--- src/rtl/dac_frame_sequencer.sv ---
// Frame sequencer feeding a 4-channel SPI DAC driver.
// Channel codes collect in shadow registers and are committed atomically as one 32-bit frame.
// Each commit issues a start pulse, then the frame is held for the whole serial transfer.
// One commit can queue behind a busy transfer.
// An optional timer re-sends the last committed frame while the block is idle.
module dac_frame_sequencer #(
    parameter int unsigned START_CYCLES   = 64,   // o_start_n low time; >= 33 for the driver's sampler
    parameter int unsigned HOLD_CYCLES    = 4096, // frame freeze after the start pulse
    parameter int unsigned REFRESH_CYCLES = 0     // idle cycles before auto-reissue; 0 disables
) (
    input  logic        i_clk,
    input  logic        i_rst,
    input  logic        i_wr_en,
    input  logic [1:0]  i_wr_ch,
    input  logic [7:0]  i_wr_data,
    input  logic        i_load,
    output logic [31:0] o_dac_data,
    output logic        o_start_n,
    output logic        o_busy,
    output logic        o_pending
);

    // One counter is shared by START, HOLD and the idle refresh timer.
    // It is sized so that none of the three ever wraps.
    localparam int unsigned MaxSh     = (START_CYCLES > HOLD_CYCLES) ? START_CYCLES : HOLD_CYCLES;
    localparam int unsigned MaxCycles = (MaxSh > REFRESH_CYCLES) ? MaxSh : REFRESH_CYCLES;
    localparam int unsigned CntW      = (MaxCycles < 2) ? 1 : $clog2(MaxCycles + 1);

    localparam logic [CntW-1:0] StartLast   = CntW'(START_CYCLES - 1);
    localparam logic [CntW-1:0] HoldLast    = CntW'(HOLD_CYCLES - 1);
    localparam logic [CntW-1:0] RefreshLast = CntW'(REFRESH_CYCLES);
    localparam bit              RefreshEn   = (REFRESH_CYCLES != 0);

    typedef enum logic [1:0] {
        StIdle,
        StStart,
        StHold
    } state_e;

    state_e          state_q;
    logic [CntW-1:0] cnt_q;
    logic            req_q;
    logic            committed_q;
    logic [7:0]      shadow_q [4];
    logic [7:0]      shadow_d [4];
    logic [31:0]     frame_next;
    logic            issue_req;
    logic            issue_refresh;

    // Shadow next-state includes this cycle's write, so a write and a load in the same cycle
    // commit the written value.
    always_comb begin
        for (int i = 0; i < 4; i++) begin
            shadow_d[i] = shadow_q[i];
        end
        if (i_wr_en) begin
            shadow_d[i_wr_ch] = i_wr_data;
        end
        frame_next = {shadow_d[3], shadow_d[2], shadow_d[1], shadow_d[0]};
    end

    // Issue conditions evaluated in IDLE; a pending or fresh commit outranks the refresh timer.
    always_comb begin
        issue_req     = req_q | i_load;
        issue_refresh = RefreshEn && committed_q && (cnt_q == RefreshLast);
    end

    // Shadow register file, writable in every state.
    always_ff @(posedge i_clk) begin
        if (i_rst) begin
            for (int i = 0; i < 4; i++) begin
                shadow_q[i] <= 8'h00;
            end
        end else begin
            for (int i = 0; i < 4; i++) begin
                shadow_q[i] <= shadow_d[i];
            end
        end
    end

    // Transfer sequencer with registered outputs.
    // The frame only changes on the START-entry edge or on reset.
    always_ff @(posedge i_clk) begin
        if (i_rst) begin
            state_q     <= StIdle;
            cnt_q       <= '0;
            req_q       <= 1'b0;
            committed_q <= 1'b0;
            o_dac_data  <= 32'h0;
            o_start_n   <= 1'b1;
            o_busy      <= 1'b0;
            o_pending   <= 1'b0;
        end else begin
            if (i_load) begin
                committed_q <= 1'b1;
            end
            unique case (state_q)
                StIdle: begin
                    if (issue_req) begin
                        o_dac_data <= frame_next;
                        o_start_n  <= 1'b0;
                        o_busy     <= 1'b1;
                        o_pending  <= 1'b0;
                        req_q      <= 1'b0;
                        cnt_q      <= '0;
                        state_q    <= StStart;
                    end else if (issue_refresh) begin
                        // Refresh re-sends the committed frame; uncommitted shadow writes stay out.
                        o_start_n <= 1'b0;
                        o_busy    <= 1'b1;
                        cnt_q     <= '0;
                        state_q   <= StStart;
                    end else if (RefreshEn && committed_q) begin
                        cnt_q <= cnt_q + 1'b1;
                    end
                end
                StStart: begin
                    if (i_load) begin
                        req_q     <= 1'b1;
                        o_pending <= 1'b1;
                    end
                    if (cnt_q == StartLast) begin
                        o_start_n <= 1'b1;
                        cnt_q     <= '0;
                        state_q   <= StHold;
                    end else begin
                        cnt_q <= cnt_q + 1'b1;
                    end
                end
                StHold: begin
                    if (i_load) begin
                        req_q     <= 1'b1;
                        o_pending <= 1'b1;
                    end
                    if (cnt_q == HoldLast) begin
                        // IDLE entry restarts the refresh timer from zero.
                        o_busy  <= 1'b0;
                        cnt_q   <= '0;
                        state_q <= StIdle;
                    end else begin
                        cnt_q <= cnt_q + 1'b1;
                    end
                end
                default: begin
                    state_q <= StIdle;
                end
            endcase
        end
    end

endmodule

--- config.mk ---
export PLATFORM = sky130hd
export DESIGN_NAME = dac_frame_sequencer
export DESIGN_NICKNAME = d
export VERILOG_FILES = /design/src/rtl/dac_frame_sequencer.sv
export SDC_FILE = /design/constraint.sdc
export NUM_CORES = 1
export LEC_CHECK = 0
export ABC_AREA = 1
export BUFFER_PORTS_ARGS = -buffer_cell sky130_fd_sc_hd__buf_2
export CAP_MARGIN = 20
export CORE_MARGIN = 1
export CORE_UTILIZATION = 58
export CTS_BUF_LIST = sky130_fd_sc_hd__clkbuf_4 sky130_fd_sc_hd__clkbuf_8
export DETAILED_ROUTE_END_ITERATION = 6
export GPL_TIMING_DRIVEN = 0
export HOLD_SLACK_MARGIN = 0.03
export PLACE_DENSITY = 0.9
export SLEW_MARGIN = 20
export SYNTH_ARGS = -nofsm -noshare
export SYNTH_HDL_FRONTEND = slang
export SYNTH_SLANG_ARGS = --single-unit
--- constraint.sdc ---
create_clock -name i_clk -period 1.75 [get_ports i_clk]
set_input_delay 0.0875 -clock i_clk [delete_from_list [all_inputs] [get_ports i_clk]]
set_output_delay 0.0875 -clock i_clk [all_outputs]
set_load 0.01 [all_outputs]
Yosys cells after proc, flatten, opt, wreduce, memory -nomap -nowiden. Memory sizes are Yosys's and may differ from the RTL's. Cells that the tools add are included.

Equal/unequal tests: 8. Muxes and demuxes: 27. Order comparisons: 2. Bitwise operators: 6. Add/subtract/negate cells: 1. Reduce and logical (&&, ||, !) cells: 13.

Operators with widths (number): 8-bit 2-to-1 mux (5); 13-bit 2-to-1 mux (3); 13-bit one-hot mux with 3 select lines (1); 32-bit bitwise mux (1); 32-bit 2-to-1 mux (1); 8-bit demux with 2-bit select (1); 13-bit by 1-bit adder with 13-bit output, second input constant (1); 13-bit by 12-bit equality test with 1-bit output, second input constant (1); 13-bit by 6-bit equality test with 1-bit output, second input constant (1); 3-bit AND reduction (4); 1-bit 2-to-1 mux (8); 2-bit 2-to-1 mux (3); 2-bit inequality test, second input constant (3); 1-bit one-hot mux with 2 select lines (3); 2-bit one-hot mux with 3 select lines (1); 2-bit nonzero test (3); 1-bit bitwise OR (5); 2-bit AND reduction (2); 3-bit greater-or-equal comparator, second input constant (1); 3-bit by 1-bit < comparator with 1-bit output, second input constant (1); 2-bit inverter with 3-bit output (1); 3-bit nonzero test (1); 2-bit by 1-bit equality test with 1-bit output, second input constant (1); 2-bit equality test, second input constant (1); other kinds (4) (4).

Output and inout port bits: 35. Memory bits (writable): 32. Flip-flop bits (word level): 50. Word-level logic and storage cells: 64. Bits of input ports: 14. Memories kept: 1.

Memory list: shadow_q (depth 4, bits a word 8, read ports 4, clocked after memory_dff 0, wr ports 4, line 44) `logic [7:0] shadow_q [4];`.

Logic depth before layout (Yosys ltp). Gate-level depths: netlist of the first run.

Depth in word-level cells: 8. Gate-level depth with buffers: 12. Depth with buffers taken out: 11.

Worst setup path after synthesis of the first run. No wires, ideal clock.

Path type: register to register. Start: register cnt_q[0]. End: register cnt_q[11]. Period minus slack after synthesis: 1460 ps. Data required time: 1633 ps. Cell stages (with the launch flop): 12. Setup slack: 290 ps. Library setup time: 117 ps. Arrival: 1343 ps. Path through: dfxtp_1 -> ha_1 -> nand3_1 -> nor2_1 -> nand2_1 -> nand2_1 -> nand2_1 -> nand2_1 -> nand2_1 -> nand2_2 -> buf_6 -> nor2_1.

Longest elaborated chain between the ends: 3. Elaborated cells on any way between the ends: 6. Those cells by class: 1 x add/sub; 2 x eq/ne; 3 x mux.

RTL lines: from (decl) (line 41) `logic [CntW-1:0] cnt_q;`; from (signal assigned) (line 114) `cnt_q <= cnt_q + 1'b1;`; from (signal assigned) (line 127) `cnt_q <= cnt_q + 1'b1;`; from (signal assigned) (line 141) `cnt_q <= cnt_q + 1'b1;`; 13-bit by 1-bit adder with 13-bit output, or another cell as far along (line 127, 141); 13-bit 2-to-1 mux, on equally long branches (line 135, 122); 13-bit one-hot mux with 3 select lines * (line 97) `unique case (state_q)`.

Mark *: on every way between the ends. The rest lies on a longest branch, timed or not. A chain may end at the register's enable or synchronous reset.

Worst setup path in the final report of the first run.
Start: register state_q[1]. End: register cnt_q[7].

Longest elaborated chain between the ends: 3. Elaborated cells on any way between the ends: 7. Those cells by class: 3 x eq/ne; 1 x mux; 3 x reduce/logical.

RTL lines: from (decl) (line 40) `state_e state_q;`; from (signal assigned) (line 85) `state_q <= StIdle;`; from (signal assigned) (line 106) `state_q <= StStart;`; from (signal assigned) (line 112) `state_q <= StStart;`; 2-bit equality test, or another cell as far along (line 97); 3-bit nonzero test (no line) / 2-bit inequality test (equally long branches); 2-bit AND reduction (no line).

Parallel ways exist; a longest one is shown, timed or not.

==> results of run 1 <==
## synthesized netlist by cell type, types with 2 or more instances
cell	n	share of area, %
clkbuf_1	9	1.0
xor2_1	5	1.4
mux2i_1	2	0.62
nor2_1	89	10
nand2_2	3	0.58
a21oi_1	40	6.2
nand2_1	62	7.2
buf_2	9	1.4
nand3_1	10	1.5
inv_1	53	6.1
nand4_1	3	0.58
dfxtp_1	82	51
o21ai_0	15	2.3
ha_1	5	1.9
nor3_1	5	0.77
nor2_2	2	0.39
o211ai_1	24	5.6
## stage by stage
step	total power, uW	cells	TNS, ns
after floorplan	3680	424	0
after global placement	4220	541	0
after detailed placement	4300	541	0
after CTS	5790	558	0
after global routing	6180	559	-0.247
final	5820	559	0
## power breakdown
part,internal (uW),switching [uW]
Sequential,2220,186
Combinational,720,1190
Clock,821,676
Total,3760,2050
## cell type report
type | count | area, um2
Buffer | 20 | 104
Clock buffer | 10 | 131
Clock inverter | 6 | 91.3
Fill cell | 411 | 1410
Inverter | 54 | 203
Multi-Input combinational cell | 268 | 1320
Sequential cell | 82 | 1650
Tap cell | 70 | 87.6
Timing Repair Buffer | 49 | 250
## worst max-delay path: cells and delay by family, from the launching register on
kind                       cells  cell delay [ns]
and+or+nand+nor                4             0.38
adders and majority gates      1             0.21
buffers and inverters          3             0.37
AOI/OAI and AO/OA              2             0.24
DFF                            1             0.36
## what timing repair did
item / in CTS / in global routing
gates resized for setup: 0 / 17
hold endpoints to repair: 2 / 0
hold buffers: 1 / 0
setup endpoints to repair: 0 / 40
## cell families (layout without fill, tap and decap cells)
group | Yosys count | after routing
AND/OR/NAND/NOR | 175 | 175
XOR/XNOR | 6 | 6
AO/OA/AOI/OAI | 80 | 80
buffers and inverters | 74 | 139
flip-flops | 82 | 82
adder cells (fa/ha/maj) | 5 | 5
multiplexers | 2 | 2
## per-layer routing
metal,vias to the layer above,part of all wire [%]
met2,104,48
li1,1469,-
met3,13,7.9
met5,-,0
met4,0,1.6
met1,1394,42
## registers in the layout, indices dropped and copies added (netlist names)
signal and cells:
shadow_q 32, o_dac_data 32, cnt_q 13, req_q 1, o_start_n 1, state_q 2, o_busy 1
## path summary, 6_finish.rpt
kind	startpoint	endpoint	slack, ns
max	state_q[1]	cnt_q[7]	0.12
min	i_wr_data[7]	shadow_q[3][7]	0.07
max reg2reg	state_q[1]	cnt_q[7]	0.12
min reg2reg	shadow_q[0][6]	shadow_q[0][6]	0.48
==> results.cfg, run 1 <==
[drt]
drt_iter0_markers = 161
routedWlPerCell_um = 13.2
drc = 0
routed_wl_mm = 7.35
final_antenna_net_count = 0
first_pass_iters = 4
num_vias = 2980
via_per_inst = 5.33

[global_routing]
grt_pass1_wl_mm = 12.6
grt_usage_pct = 27.1
grt_overflow = 0
use_met3_pct = 8.93
grt_use_met1_pct = 30.9
grt_pass1_vias = 2939
busiest_layer = met2
antenna_found_initial = 0
use_met2_pct = 46.4
grt_max_degree = 15

[hold_path]
holdPathStages = 3
hold_path_class = in -> reg

[cts]
root_buffer = clkbuf_8
cts_buffers = 9
clk_latency_ns = 0.35
htreeDepth = 3
cts_setup_buffers = 0
clkSinkCount = 82
ctsLongestPathBuffers = 2
cts_tree = done
path_clk_slew_ns = 0.08

[timing]
finalCritPeriodShare_pct = 93.2
worst_clock_skew_ns = 0.00838
hold_slack_ns = 0.0659
setup_viol = 0
worstMarginPinSlew_ns = 0.521
maxSlewViolCount = 0
clock.fmax_mhz = 613
relSlewSlack_pct = 65.3
period_needed_ns = 1.63
rsz0062_at_grt = yes
hold_viol = 0
fin_ws_ns = 0.120

[power_and_ir_drop]
vdd_drop_max_uv = 1010
p_per_area_nw_per_um2 = 1520
cellLeakagePower_uw = 0.00189

[floorplan]
num_rows = 26
die_h_um = 76.7
die_area_um2 = 5890
start_util_pct = 61.8
coreArea_um2 = 5240
pin_count = 49
die_w_um = 76.7

[yosys]
synth_xor_area_share_pct = 1.62
avgSynthCellArea_um2 = 7.64
synth-compound-area-share_pct = 14.3
ys.flop_type = dfxtp_1
yosysSeqAreaShare_pct = 50.7
synth_seq_cells = 82
yosys.area_share.simple_pct = 21.6
syn-cell-area_um2 = 3240
syn_inst = 424
yosys.area_share.adder_pct = 1.93
synth_cell_types = 23
postSynthNetCount = 443
muxShareOfSynthArea_pct = 0.618
async_flop_share_pct = 0
synth_top_family_by_area = simple AND/OR/NAND/NOR gates
synth_edf_count = 0
yosysWarnings = 0

[place]
post-dp-hpwl_mm = 5.22
gp_congestion = 0.868
pre_cts_slack_ns = 0.0348
dpl_cell_area_um2 = 3560
numPortBuffers = 47

[flow_run]
maxCapViolations = 0

[setup_path]
required_ns = 2.04
ff2ff_path_depth = 10
critPathLaunchType = flop
end_kind = flop
critPathArrivalTime_ns = 1.92
max_stage_delay_ns = 0.36
cp_max_fo = 5
crit_chain = inv_1, ha_1, inv_1, nor2_1, nor2_2, buf_4, nand2_1, o21bai_1, o21ai_0, nor2_1
cpMaxStageDelayCell = dfxtp_1
path_class = reg -> reg

[finish]
area_growth_pct = 18.3
layout.nets = 503
final_cell_mix = 85 x nor2_1, 77 x dfxtp_1, 62 x nand2_1
layout_commonest_cell = nor2_1
antenna_cells = 0
final_util_pct = 73.2
drive_gt1_share_pct = 18.6
stdcell_area_um2 = 3830

[run_status]
status = complete, no violations
Power figures use the tool's default switching activity.
==> run 2: changes to the inputs <==
ABC_AREA = not set   (was 1)
==> run 2 against run 1 <==
Net effect: count of clock-buffer cells in the layout decreased by 1; first-iteration DRC count is 27% higher; cell area increased by 3.9%; the run now ends with negative setup slack left; cell count is 15% lower; core utilization increased by 3.8 points; synthesized area decreased by 2.0%; highest routed layer unchanged; maximum frequency decreased by 10%; synthesized cell count is 22% lower; power fell by 28%.
==> results.cfg, run 2 <==
[cts]
root_buffer = clkbuf_8
htreeDepth = 3
path_clk_slew_ns = 0.09
cts_buffers = 9
ctsLongestPathBuffers = 2
clk_latency_ns = 0.35
cts_tree = done
clkSinkCount = 82

[finish]
drive_gt1_share_pct = 29.8
area_growth_pct = 25.5
top_regs = o_dac_data (32), shadow_q (32), cnt_q (13)
fillerInstances = 297
layout_commonest_cell = dfxtp_1
layout.nets = 417
antenna_cells = 0
final_cell_mix = 78 x dfxtp_1, 71 x nor2_1, 51 x buf_2

[yosys]
yosys.area_share.adder_pct = 1.97
yosys.area_share.simple_pct = 17.7
yosys.area.top_type = dfxtp_1
syn-cell-area_um2 = 3170
synth_top_family_by_area = simple AND/OR/NAND/NOR gates
yosysMostFrequentCell = dfxtp_1
synth_seq_cells = 82
synthTopCellsByArea = dfxtp_1 52%, mux2i_1 10%, nor2_1 8.8%
synth_top_area_share_pct = 51.7
yosysWarnings = 0
yosysSeqAreaShare_pct = 51.7
synth_xor_area_share_pct = 1.93
synth_cell_types = 43
muxShareOfSynthArea_pct = 10.4
postSynthNetCount = 349
avgSynthCellArea_um2 = 9.62
synth-compound-area-share_pct = 12.7
async_flop_share_pct = 0
synth_common_cells = 82 x dfxtp_1, 74 x nor2_1, 33 x mux2i_1
ys.flop_type = dfxtp_1
syn_inst = 330
synth_edf_count = 0

[timing]
finalCritPeriodShare_pct = 104
setup_viol = 14
hold_viol = 0
worstMarginPinSlew_ns = 0.527
period_needed_ns = 1.82
rsz0062_at_grt = yes
worst_clock_skew_ns = 0.00962
maxSlewViolCount = 0
clock.fmax_mhz = 549
fin_ws_ns = -0.0705
relSlewSlack_pct = 64.9

[drt]
first_pass_iters = 5
num_vias = 2845
routedWlPerCell_um = 18.6
routed_wl_mm = 8.78
drt_iter0_markers = 204
final_antenna_net_count = 0
drc = 0
via_per_inst = 6.01

[global_routing]
grt_usage_pct = 28.5
grt_pass1_vias = 2694
grt_pass1_wl_mm = 12.9
grt_max_degree = 16
grt_overflow = 0
antenna_found_initial = 0

[setup_path]
reg2reg_slack_ns = -0.07
critPathArrivalTime_ns = 2.07
required_ns = 2.00
crit_buf_inv = 1
crit_family = compound AO/OA/AOI/OAI gates
critPathLaunchType = flop
r2r_start = cnt_q[1]
reg2reg_to = cnt_q[5]
cpMaxStageDelayCell = a211oi_4
ff2ff_path_depth = 6
end_kind = flop
path_class = reg -> reg
cp_max_fo = 6
crit_chain = ha_4, and4b_2, a41oi_4, a211oi_4, buf_4, nor2_1
max_stage_delay_ns = 0.38

[floorplan]
pin_count = 49
die_area_um2 = 5770
start_util_pct = 61.3
coreArea_um2 = 5170
num_rows = 26
die_w_um = 76.0
die_h_um = 76.0

[hold_path]
hold_path_class = in -> reg
min_from = i_wr_data[0]
min_to = shadow_q[1][0]
holdPathStages = 3

[power_and_ir_drop]
vdd_drop_max_uv = 675
p_per_area_nw_per_um2 = 1050
power_uw = 4180
cellLeakagePower_uw = 0.00172

[place]
pre_cts_slack_ns = -0.213
post-dp-hpwl_mm = 5.03
gp_congestion = 0.846
numPortBuffers = 47

[run_status]
status = finished with violations
violations = negative setup slack

[flow_run]
maxCapViolations = 0
==> run 2: changes by cell type in the layout (fill, tap and decap cells not counted), sizes merged, moves of 6 or more <==
cell,change
inv,-44
a211oi,+33
o21ai,-8
a21oi,-30
nor2,-17
o211ai,-24
nand2,-58
buf,+6
mux2i,+31
==> run 2: per-layer routing <==
layer,part of all wire (%),vias up,track usage [%]
met5,0,-,0
met4,3.5,0,14.0
met3,6.9,40,6.14
met2,50,155,46.4
met1,39,1349,35.9
li1,-,1301,-
==> run 2: how the worst max path moves through the flow <==
stage	start	depth (start not counted)	slack (ns)	to
after floorplan	state_q[1]	6	0.02	cnt_q[10]
after detailed placement	cnt_q[0]	6	-0.21	cnt_q[12]
after global routing	cnt_q[1]	6	-0.12	cnt_q[5]
after CTS	state_q[1]	6	-0.001	cnt_q[12]
final	cnt_q[1]	6	-0.07	cnt_q[5]
after global placement	cnt_q[0]	6	-0.15	cnt_q[2]
==> run 2: cell type report <==
cell class	instances	area, um2	share of cell area (%)
Inverter	7	26.3	0.660
Multi-Input combinational cell	221	1570	39.5
Timing Repair Buffer	58	320	8.04
Sequential cell	82	1650	41.5
Clock buffer	9	124	3.11
Buffer	19	95.1	2.39
Tap cell	70	87.6	2.20
Clock inverter	7	101	2.54
==> run 2: timing repair <==
item                                    CTS  global route
pin swaps                                 4             5
hold buffers                              1             0
endpoints found under the setup margin   45            45
gates cloned                              0             1
buffers inserted                          7             2
gates resized for setup                  14            34
hold endpoints to repair                  1             0
==> run 2: cell families (layout without fill, tap and decap cells) <==
logic type                 after synthesis  count (layout)
AOI/OAI and AO/OA                       58              58
DFF                                     82              82
xor gates and xnor gates                 7               7
buffers and inverters                   27             100
adders and majority gates                5               5
and+or+nand+nor                        118             118
muxes                                   33              33
==> run 2: per-stage QoR <==
stage	instance area, um2	TNS, ns	instances	hold WS [ns]	util, %
after global routing	3980	-1.36	473	0.101	77.0
after detailed placement	3510	-5.30	447	0.400	67.8
final	3980	-0.672	473	0.0790	77.0
after floorplan	3180	0	330	0.235	-
after CTS	3850	-0.000972	470	0.0705	74.4
after global placement	3510	-3.58	447	0.397	67.8
==> run 2: tightest hold or removal path, stage by stage <==
cell,delay (ns)
buf_2,0.14
mux2i_1,0.10
nor2_1,0.08
==> run 2: where the power goes <==
part | internal, uW | total (uW) | leakage [uW] | switching [uW]
Clock | 818 | 1560 | 0.000112 | 737
Combinational | 230 | 585 | 0.000937 | 355
Sequential | 1970 | 2030 | 0.000673 | 61.9
Total | 3020 | 4180 | 0.00172 | 1150
